File: src/rtl/accessor_pkg.sv
// Shared types for the memory-access stage: pipeline payloads, stage state,
// store byte-enable patterns and small decode helpers.
package accessor_pkg;

    typedef struct packed {
        logic [4:0]  rd;
        logic [31:0] rd_data;
        logic [31:0] mem_addr;
        logic [31:0] mem_data;
        logic        is_lb;
        logic        is_lbu;
        logic        is_lh;
        logic        is_lhu;
        logic        is_lw;
        logic        is_sb;
        logic        is_sh;
        logic        is_sw;
    } executor_output;

    typedef struct packed {
        logic [4:0]  rd;
        logic [31:0] rd_data;
        logic        misaligned;
        logic        bus_error;
    } accessor_output;

    typedef enum logic [1:0] {
        ST_IDLE = 2'd0,
        ST_BUS  = 2'd1,
        ST_HOLD = 2'd2
    } accessor_state_e;

    localparam logic [3:0] WSTRB_BYTE = 4'b0001;
    localparam logic [3:0] WSTRB_HALF = 4'b0011;
    localparam logic [3:0] WSTRB_WORD = 4'b1111;

    function automatic logic is_mem_op(input executor_output op);
        return op.is_lb | op.is_lbu | op.is_lh | op.is_lhu |
               op.is_lw | op.is_sb | op.is_sh | op.is_sw;
    endfunction

    function automatic logic is_misaligned(input executor_output op);
        return ((op.is_lh | op.is_lhu | op.is_sh) & op.mem_addr[0]) |
               ((op.is_lw | op.is_sw) & (op.mem_addr[1:0] != 2'b00));
    endfunction

endpackage

File: src/rtl/accessor_load_aligner.sv
// Extracts the addressed byte/half/word lane from a 32-bit bus word and
// sign- or zero-extends it; any case without a sub-word flag returns the word.
module accessor_load_aligner (
    input  logic [31:0] i_rdata,
    input  logic [1:0]  i_addr,
    input  logic        i_is_lb,
    input  logic        i_is_lbu,
    input  logic        i_is_lh,
    input  logic        i_is_lhu,
    output logic [31:0] o_result
);

    logic [7:0]  w_byte;
    logic [15:0] w_half;

    always_comb begin
        case (i_addr)
            2'd0:    w_byte = i_rdata[7:0];
            2'd1:    w_byte = i_rdata[15:8];
            2'd2:    w_byte = i_rdata[23:16];
            default: w_byte = i_rdata[31:24];
        endcase
        w_half   = i_addr[1] ? i_rdata[31:16] : i_rdata[15:0];
        o_result = i_rdata;
        if (i_is_lb)
            o_result = {{24{w_byte[7]}}, w_byte};
        else if (i_is_lbu)
            o_result = {24'h0, w_byte};
        else if (i_is_lh)
            o_result = {{16{w_half[15]}}, w_half};
        else if (i_is_lhu)
            o_result = {16'h0, w_half};
    end

endmodule

File: src/rtl/accessor.sv
// Memory-access pipeline stage: passes ALU results through and runs one
// aligned data-bus transaction per load/store, with misalign and timeout checks.
module accessor
    import accessor_pkg::*;
#(
    parameter int MEM_TIMEOUT = 16
) (
    input  logic           clk,
    input  logic           reset,
    input  logic           executor_valid,
    output logic           accessor_ready,
    input  executor_output in,
    output logic           accessor_valid,
    input  logic           writeback_ready,
    output accessor_output out,
    output logic           mem_valid,
    input  logic           mem_ready,
    output logic [31:0]    mem_addr,
    output logic [31:0]    mem_wdata,
    output logic [3:0]     mem_wstrb,
    input  logic [31:0]    mem_rdata
);

    localparam int CW = (MEM_TIMEOUT > 1) ? $clog2(MEM_TIMEOUT) : 1;
    localparam logic [CW-1:0] TMO_LAST = CW'((MEM_TIMEOUT > 0) ? MEM_TIMEOUT - 1 : 0);

    accessor_state_e r_state;
    logic [CW-1:0]   r_cnt;
    logic [4:0]      r_rd;
    logic [1:0]      r_addr_lo;
    logic            r_load;
    logic            r_lb;
    logic            r_lbu;
    logic            r_lh;
    logic            r_lhu;

    logic            w_accept;
    logic            w_timeout;
    logic [3:0]      w_wstrb;
    logic [31:0]     w_wdata;
    logic [31:0]     w_load_data;

    assign accessor_ready = (r_state == ST_IDLE) || (r_state == ST_HOLD && writeback_ready);
    assign w_accept       = executor_valid && accessor_ready;
    assign w_timeout      = (MEM_TIMEOUT > 0) && (r_cnt == TMO_LAST);

    always_comb begin
        w_wstrb = 4'b0000;
        w_wdata = 32'h0;
        if (in.is_sb) begin
            w_wstrb = WSTRB_BYTE << in.mem_addr[1:0];
            w_wdata = {4{in.mem_data[7:0]}};
        end else if (in.is_sh) begin
            w_wstrb = WSTRB_HALF << in.mem_addr[1:0];
            w_wdata = {2{in.mem_data[15:0]}};
        end else if (in.is_sw) begin
            w_wstrb = WSTRB_WORD;
            w_wdata = in.mem_data;
        end
    end

    accessor_load_aligner u_load_aligner (
        .i_rdata  (mem_rdata),
        .i_addr   (r_addr_lo),
        .i_is_lb  (r_lb),
        .i_is_lbu (r_lbu),
        .i_is_lh  (r_lh),
        .i_is_lhu (r_lhu),
        .o_result (w_load_data)
    );

    always_ff @(posedge clk or negedge reset) begin
        if (!reset) begin
            r_state        <= ST_IDLE;
            r_cnt          <= '0;
            r_rd           <= '0;
            r_addr_lo      <= '0;
            r_load         <= 1'b0;
            r_lb           <= 1'b0;
            r_lbu          <= 1'b0;
            r_lh           <= 1'b0;
            r_lhu          <= 1'b0;
            accessor_valid <= 1'b0;
            out            <= '0;
            mem_valid      <= 1'b0;
            mem_addr       <= '0;
            mem_wdata      <= '0;
            mem_wstrb      <= '0;
        end else begin
            case (r_state)
                ST_BUS: begin
                    // A completion in the timeout cycle takes priority over the abort.
                    if (mem_ready) begin
                        r_state        <= ST_HOLD;
                        mem_valid      <= 1'b0;
                        mem_wstrb      <= 4'b0000;
                        accessor_valid <= 1'b1;
                        out            <= r_load ? accessor_output'{rd: r_rd, rd_data: w_load_data,
                                                                    misaligned: 1'b0, bus_error: 1'b0}
                                                 : '0;
                    end else if (w_timeout) begin
                        r_state        <= ST_HOLD;
                        mem_valid      <= 1'b0;
                        mem_wstrb      <= 4'b0000;
                        accessor_valid <= 1'b1;
                        out            <= accessor_output'{rd: 5'd0, rd_data: 32'h0,
                                                           misaligned: 1'b0, bus_error: 1'b1};
                    end else begin
                        r_cnt <= r_cnt + 1'b1;
                    end
                end
                default: begin
                    if (w_accept) begin
                        if (!is_mem_op(in)) begin
                            r_state        <= ST_HOLD;
                            accessor_valid <= 1'b1;
                            out            <= accessor_output'{rd: in.rd, rd_data: in.rd_data,
                                                               misaligned: 1'b0, bus_error: 1'b0};
                        end else if (is_misaligned(in)) begin
                            r_state        <= ST_HOLD;
                            accessor_valid <= 1'b1;
                            out            <= accessor_output'{rd: 5'd0, rd_data: 32'h0,
                                                               misaligned: 1'b1, bus_error: 1'b0};
                        end else begin
                            r_state        <= ST_BUS;
                            accessor_valid <= 1'b0;
                            mem_valid      <= 1'b1;
                            mem_addr       <= {in.mem_addr[31:2], 2'b00};
                            mem_wdata      <= w_wdata;
                            mem_wstrb      <= w_wstrb;
                            r_cnt          <= '0;
                            r_rd           <= in.rd;
                            r_addr_lo      <= in.mem_addr[1:0];
                            r_load         <= in.is_lb | in.is_lbu | in.is_lh | in.is_lhu | in.is_lw;
                            r_lb           <= in.is_lb;
                            r_lbu          <= in.is_lbu;
                            r_lh           <= in.is_lh;
                            r_lhu          <= in.is_lhu;
                        end
                    end else if (r_state == ST_HOLD && writeback_ready) begin
                        r_state        <= ST_IDLE;
                        accessor_valid <= 1'b0;
                    end
                end
            endcase
        end
    end

`ifdef FORMAL
    always_comb begin
        if (executor_valid)
            assume ($onehot0({in.is_lb, in.is_lbu, in.is_lh, in.is_lhu,
                              in.is_lw, in.is_sb, in.is_sh, in.is_sw}));
    end
`endif

endmodule

File: config.mk
export PLATFORM = sky130hd
export DESIGN_NAME = accessor
export DESIGN_NICKNAME = d
export VERILOG_FILES = /design/src/rtl/accessor_pkg.sv /design/src/rtl/accessor_load_aligner.sv /design/src/rtl/accessor.sv
export SDC_FILE = /design/constraint.sdc
export NUM_CORES = 1
export LEC_CHECK = 0
export ABC_AREA = 1
export CORE_UTILIZATION = 45
export DETAILED_ROUTE_END_ITERATION = 16
export PLACE_DENSITY = 0.82
export SLEW_MARGIN = 40
export SYNTH_ARGS = -nofsm -noshare
export SYNTH_HDL_FRONTEND = slang
export SYNTH_SLANG_ARGS = --single-unit
File: constraint.sdc
create_clock -name clk -period 1.95 [get_ports clk]
set_input_delay 0.2925 -clock clk [delete_from_list [all_inputs] [get_ports clk]]
set_output_delay 0.2925 -clock clk [all_outputs]
set_load 0.02 [all_outputs]
==> flow_summary_export.csv, run 1 <==
group,metric,value,unit
die,die_area,0.0158,mm^2
yosys,synth-seq-cells,124,
layout,regArea,0.00310,mm^2
worst_setup_path,cp-end-kind,"primary output",
timing,setup_viol,0,
worst_setup_path,required,1.66,ns
die,num_rows,44,
layout,antenna_cells,0,
yosys,synth_warnings,0,
timing,clock_skew,0.00762,ns
layout,finish.utilization,71.6,%
timing,relSlewSlack,66.1,%
worst_setup_path,path_max_fanout,5,
drt,wl_per_cell,16.3,um
hold_path,hp-class,"input port to async pin",
global_route,antenna_found_initial,0,
drt,first_pass_iters,8,
timing,drv_slew,0,
die,die_w,126,um
placed_design,place_area,0.00990,mm^2
layout,drive_gt1_share,8.20,%
clock_network,cts_buffers,17,
clock_network,cts-root-buf,"clkbuf_16",
power,p_leak,5.22,nW
layout,multi_input_area,0.00314,mm^2
drt,vias,7449,
die,die_h,126,um
global_route,grt_max_degree,49,
power,switchingPower,0.00607,W
clock_network,cts_sinks,124,
global_route,grtUsageTotal,30.2,%
timing,holdWs,0.234,ns
clock_network,clk_latency,0.43,ns
worst_setup_path,setup.worst_path.class,"flop to primary output",
clock_network,clkTransAtPathRegs,0.06,ns
layout,layout.nets,1382,
clock_network,htree_num_levels,4,
power,peakVddDrop,1.10,mV
power,clockPowerShare,23.0,%
timing,finalWorstPathRequiredPeriod,1.78,ns
global_route,grt_remaining_overflow,0,
yosys,ys_seq_area_share,45.1,%
worst_setup_path,crit_chain,"inv_2 -> nor2_1 -> nor2_2 -> dlygate4sd2_1",
timing,tightest_slew,0.503,ns
die,pin_count,256,
yosys,synthCells,961,
die,start_util,46.7,%
flow_run,drv_cap,0,
clock_network,cts.path.max_buffers,2,
power,p_int,0.00918,W
placed_design,dp_hpwl,17.1,mm
drt,viasPerCell,5.22,
power,combPwrFrac,48.0,%
layout,fillers,1170,
yosys,synth_area,0.00689,mm^2
worst_setup_path,cpPeakStageDelay,0.40,ns
power,swShare,39.8,%
power,power.share.sequential,29.0,%
power,power-per-cell-area,1440,mW/mm^2
global_route,grt_pass1_vias,7292,
die,fp.coreArea,0.0148,mm^2
yosys,syn_avg_cell_area,7.16,um^2
placed_design,portBuffers,253,
layout,area_growth,53.5,%
outcome,outcome,"completed",
worst_setup_path,crit_path_top_delay_cell,"dfrtp_1",
layout,finalNonFillerCells,1428,
worst_setup_path,crit_path_start_kind,"flop",
drt,routed_wl,23.3,mm
timing,fmax,0.561,GHz
drt,dr.first_iter.drc_count,614,
timing,rsz0062_at_grt,"no",
clock_network,cts_tree,"done",
yosys,synthDistinctLibCells,37,
timing,hold_viol_final,0,
global_route,grt_first_pass_wirelength,36.8,mm
layout,stdcell_area,0.0106,mm^2
clock_network,post_cts_buffers,0,
timing,finalCritPeriodShare,91.4,%
drt,ant_nets,0,
placed_design,place_inst,1395,
drt,drc,0,
worst_setup_path,cp.arrival,1.49,ns
placed_design,place.gp.congestion,0.947,
[placed cells by master (no fill, tap or decap), drive strengths merged]
cell | netlist | routed
a21oi | 36 | 36
clkdlybuf4s50 | 0 | 251
dlygate4sd2 | 0 | 1
bufinv | 0 | 5
inv | 97 | 99
o21ai | 97 | 97
dfrtp | 124 | 124
or2 | 2 | 2
nand4 | 25 | 25
clkbuf | 17 | 19
a31oi | 9 | 9
o211ai | 4 | 4
clkinv | 1 | 3
a32oi | 2 | 2
nand3b | 1 | 1
o31ai | 2 | 2
dlygate4sd3 | 0 | 1
a22oi | 6 | 6
clkinvlp | 0 | 4
nor2 | 123 | 123
nand3 | 65 | 65
buf | 37 | 51
nand2 | 306 | 306
xor2 | 1 | 1
ha | 5 | 5
conb | 1 | 2
[synth_stat cells (all sizes together)]
master / number / area (um^2)
o31ai: 2 / 15.0
inv: 97 / 372
nand2: 306 / 1180
clkinv: 1 / 3.75
dfrtp: 124 / 3100
o211ai: 4 / 30.0
nand3: 65 / 338
buf: 37 / 215
nand3b: 1 / 7.51
or2: 2 / 12.5
nand4: 25 / 171
a32oi: 2 / 17.5
ha: 5 / 62.6
xor2: 1 / 8.76
a21oi: 36 / 191
conb: 1 / 3.75
a22oi: 6 / 45.0
clkbuf: 17 / 63.8
a31oi: 9 / 56.3
nor2: 123 / 500
o21ai: 97 / 485
[registers in the layout, indices dropped and copies added (netlist names)]
name / flops
mem_addr: 30
mem_valid: 1
mem_wdata: 32
mem_wstrb: 4
out: 39
r_addr_lo: 2
r_cnt: 4
r_lb: 1
r_lbu: 1
r_lh: 1
r_lhu: 1
r_load: 1
r_rd: 5
r_state: 2
[what timing repair did]
item                                    4_1_cts  5_1_grt
endpoints found under the hold margin        95        0
cloned                                        0        0
endpoints found under the setup margin        1       27
hold buffers                                  1        0
resized for setup                             1        3
[logic make-up after synthesis]
group	Yosys count	share of synthesized area (%)
adder cells (fa/ha/maj)	5	0.909
AND/OR/NAND/NOR	522	32.1
XOR/XNOR	1	0.127
other	1	0.0545
flip-flops	124	45.1
buffers and inverters	152	9.50
AO/OA/AOI/OAI	156	12.2
[power groups by stage]
stage          combinational [W]  sequential (W)  clock [W]
2_1_floorplan            0.00273         0.00544          0
3_3_place_gp             0.00716         0.00441          0
3_5_place_dp             0.00729         0.00441          0
4_1_cts                  0.00733         0.00440    0.00355
5_1_grt                  0.00795         0.00453    0.00369
6_report                 0.00732         0.00442    0.00351
[layout make-up]
cell class | count | area share (%)
well taps | 184 | 2.18
clock buffers | 19 | 4.19
multi-input cells | 686 | 29.7
repair buffers | 304 | 29.0
clock inverters | 13 | 2.00
inverters | 98 | 3.58
flip-flops and latches | 124 | 29.4
[metal layers]
metal  wire [um]  GRT usage (%)  vias to the layer above
li1            -              -                     3605
met3        2310           9.73                       50
met5           0              0                        -
met4         697           12.0                        0
met1        9270           36.6                     3409
met2       11000           49.7                      385
[metrics by stage]
stage	setup slack (ns)	TNS, ns	power, W
after floorplan	0.233	0	0.00817
after global placement	-0.0872	-3.83	0.0116
after detailed placement	-0.137	-7.20	0.0117
after CTS	0.0824	0	0.0153
after global routing	0.0148	0	0.0162
final	0.168	0	0.0153
[worst max-delay path: cells and delay by family, from the launching register on]
kind,cells,cell delay [ns]
buffers and inverters,2,0.46
DFF,1,0.40
and+or+nand+nor,2,0.21
[worst paths after layout]
| kind | endpoint | startpoint | slack [ns] | cells past startpoint |
|---|---|---|---|---|
| setup / recovery | accessor_ready | r_state[1] | 0.17 | 4 |
| hold / removal | out[25] | reset | 0.23 | 2 |
| setup reg to reg | out[14] | r_cnt[0] | 0.24 | 11 |
| hold reg to reg | mem_valid | mem_valid | 0.48 | 2 |
| max in group asynchronous | out[4] | reset | 1.10 | 3 |
| min in group clk | mem_addr[17] | in[57] | 0.42 | 3 |
Power figures use the tool's default switching activity.
==> run 2, diff against run 1 <==
--- a/config.mk
+++ b/config.mk
@@ -8,7 +8,7 @@
 export ABC_AREA = 1
 export CORE_UTILIZATION = 45
 export DETAILED_ROUTE_END_ITERATION = 16
-export PLACE_DENSITY = 0.82
+export PLACE_DENSITY = 0.85
 export SLEW_MARGIN = 40
 export SYNTH_ARGS = -nofsm -noshare
 export SYNTH_HDL_FRONTEND = slang
==> flow_summary_export.csv, run 2 (synthesis results as in run 1) <==
group,metric,value,unit
worst_setup_path,cpPeakStageDelay,0.41,ns
die,fp.coreArea,0.0148,mm^2
timing,post-route-worst-setup-slack,0.174,ns
power,report.power.total,0.0151,W
timing,relSlewSlack,61.0,%
worst_setup_path,crit_chain,"ha_1 -> nand2_1 -> inv_1 -> nand2_1 -> nand2_1 -> nand2_1 -> nand2_4 -> buf_12 -> nand3_1 -> nor2_1 -> nor2_1",
worst_setup_path,timing.rr.end,"out[33]",
worst_setup_path,cp_top_family,"simple AND/OR/NAND/NOR gates",
timing,fmax,0.563,GHz
worst_setup_path,critPathCapture,"out[33]",
die,num_rows,44,
layout,area_growth,53.8,%
worst_setup_path,setup.worst_path.class,"flop to flop",
clock_network,cts.path.max_buffers,2,
outcome,outcome,"completed",
flow_run,drv_cap,0,
worst_setup_path,rr_worst_depth,11,
drt,wl_per_cell,16.2,um
global_route,grtUsageTotal,30.7,%
timing,drv_slew,0,
drt,drc,0,
layout,layout.nets,1388,
placed_design,portBuffers,253,
clock_network,clkTransAtPathRegs,0.06,ns
clock_network,cts-root-buf,"clkbuf_16",
placed_design,place.gp.congestion,0.917,
power,p_leak,5.23,nW
clock_network,cts_buffers,17,
power,peakVddDrop,1.10,mV
drt,first_pass_iters,5,
worst_setup_path,cp-end-kind,"flop",
timing,hold_viol_final,0,
global_route,grt_pass1_vias,7420,
die,die_h,126,um
die,start_util,46.7,%
worst_setup_path,cpMostUsedCell,"nand2_1",
worst_setup_path,regToRegStartpoint,"r_cnt[0]",
placed_design,place_inst,1400,
die,die_w,126,um
die,pin_count,256,
worst_setup_path,required,2.26,ns
placed_design,place_ws,-0.232,ns
drt,viasPerCell,5.22,
timing,tightest_slew,0.585,ns
worst_setup_path,cp.arrival,2.08,ns
layout,finish.utilization,71.8,%
drt,routed_wl,23.2,mm
worst_setup_path,path_max_fanout,24,
timing,holdWs,0.422,ns
hold_path,hp-class,"input port to async pin",
global_route,grt_max_degree,45,
drt,dr.first_iter.drc_count,505,
power,power-per-cell-area,1420,mW/mm^2
worst_setup_path,critPathLaunch,"r_cnt[0]",
layout,top_regs,"out: 39 flops, mem_wdata: 32 flops, mem_addr: 30 flops",
layout,layout_common_cells,"301 x nand2_1, 251 x clkdlybuf4s50_1, 124 x dfrtp_1, 116 x nor2_1, 95 x o21ai_0",
layout,fillers,1141,
timing,clock_skew,0.00749,ns
worst_setup_path,crit_buf_inv,2,
die,die_area,0.0158,mm^2
layout,largest_reg_flops,39,
layout,drive_gt1_share,8.80,%
global_route,grt_remaining_overflow,0,
timing,finalWorstPathRequiredPeriod,1.78,ns
timing,setup_viol,0,
clock_network,cts_tree,"done",
worst_setup_path,crit_path_top_delay_cell,"dfrtp_1",
layout,finalNonFillerCells,1434,
clock_network,clk_latency,0.42,ns
worst_setup_path,r2r_slack,0.17,ns
placed_design,dp_hpwl,17.5,mm
layout,antenna_cells,0,
worst_setup_path,crit_path_start_kind,"flop",
drt,ant_nets,0,
drt,vias,7480,
worst_setup_path,crit_cells,11,
clock_network,cts_sinks,124,
clock_network,htree_num_levels,4,
layout,final_common_cell,"nand2_1",
layout,top_register,"out",
global_route,antenna_found_initial,0,
global_route,grt_first_pass_wirelength,37.5,mm
timing,finalCritPeriodShare,91.1,%
timing,rsz0062_at_grt,"no",
-- run 2: cell type report --
cell class / instances / area [um^2] / share of cell area [%]
Inverter: 98 / 378 / 3.57
Clock buffer: 17 / 425 / 4.02
Timing Repair Buffer: 310 / 3120 / 29.5
Clock inverter: 15 / 186 / 1.76
Sequential cell: 124 / 3100 / 29.3
Multi-Input combinational cell: 686 / 3140 / 29.7
Tap cell: 184 / 230 / 2.17
-- run 2: repair_timing --
action                                 CTS  global route
resized for setup                        1             4
hold buffers                             1             0
endpoints found under the hold margin   40             0
setup buffers                            0             1
setup endpoints to repair                1            36
-- run 2: report_power, final --
group / switching (W) / internal [W]
Sequential: 0.000773 / 0.00366
Clock: 0.00124 / 0.00203
Combinational: 0.00408 / 0.00327
Total: 0.00609 / 0.00896
-- run 2: worst reg2reg max path, cell delays in order (launching register included) --
cell and delay [ns]:
dfrtp_1 0.41, ha_1 0.19, nand2_1 0.05, inv_1 0.09
nand2_1 0.10, nand2_1 0.11, nand2_1 0.12, nand2_4 0.12
buf_12 0.17, nand3_1 0.09, nor2_1 0.16, nor2_1 0.06
-- run 2: per-layer routing --
layer / up-vias / global-route usage (%) / share of wire (%)
li1: 3622 / - / -
met1: 3403 / 37.2 / 39
met2: 403 / 51.5 / 49
met3: 52 / 8.07 / 9.3
met4: 0 / 13.7 / 3.3
met5: - / 0.310 / 0
-- run 2: worst min-delay path by stage --
stage	start	endpoint	slack, ns	cells after the start
floorplan	reset	mem_addr[10]	-0.003	0
global route	in[44]	mem_addr[4]	0.42	3
global placement	reset	out[13]	0.33	1
detailed placement	reset	out[11]	0.33	1
finish	reset	out[13]	0.42	2
CTS	in[48]	mem_addr[8]	0.41	3
-- run 2: metrics by stage --
step | setup TNS (ns) | instance area (um^2)
floorplan | 0 | 6890
global placement | -8.72 | 9950
detailed placement | -14.83 | 9950
CTS | 0 | 10600
global route | 0 | 10600
finish | 0 | 10600
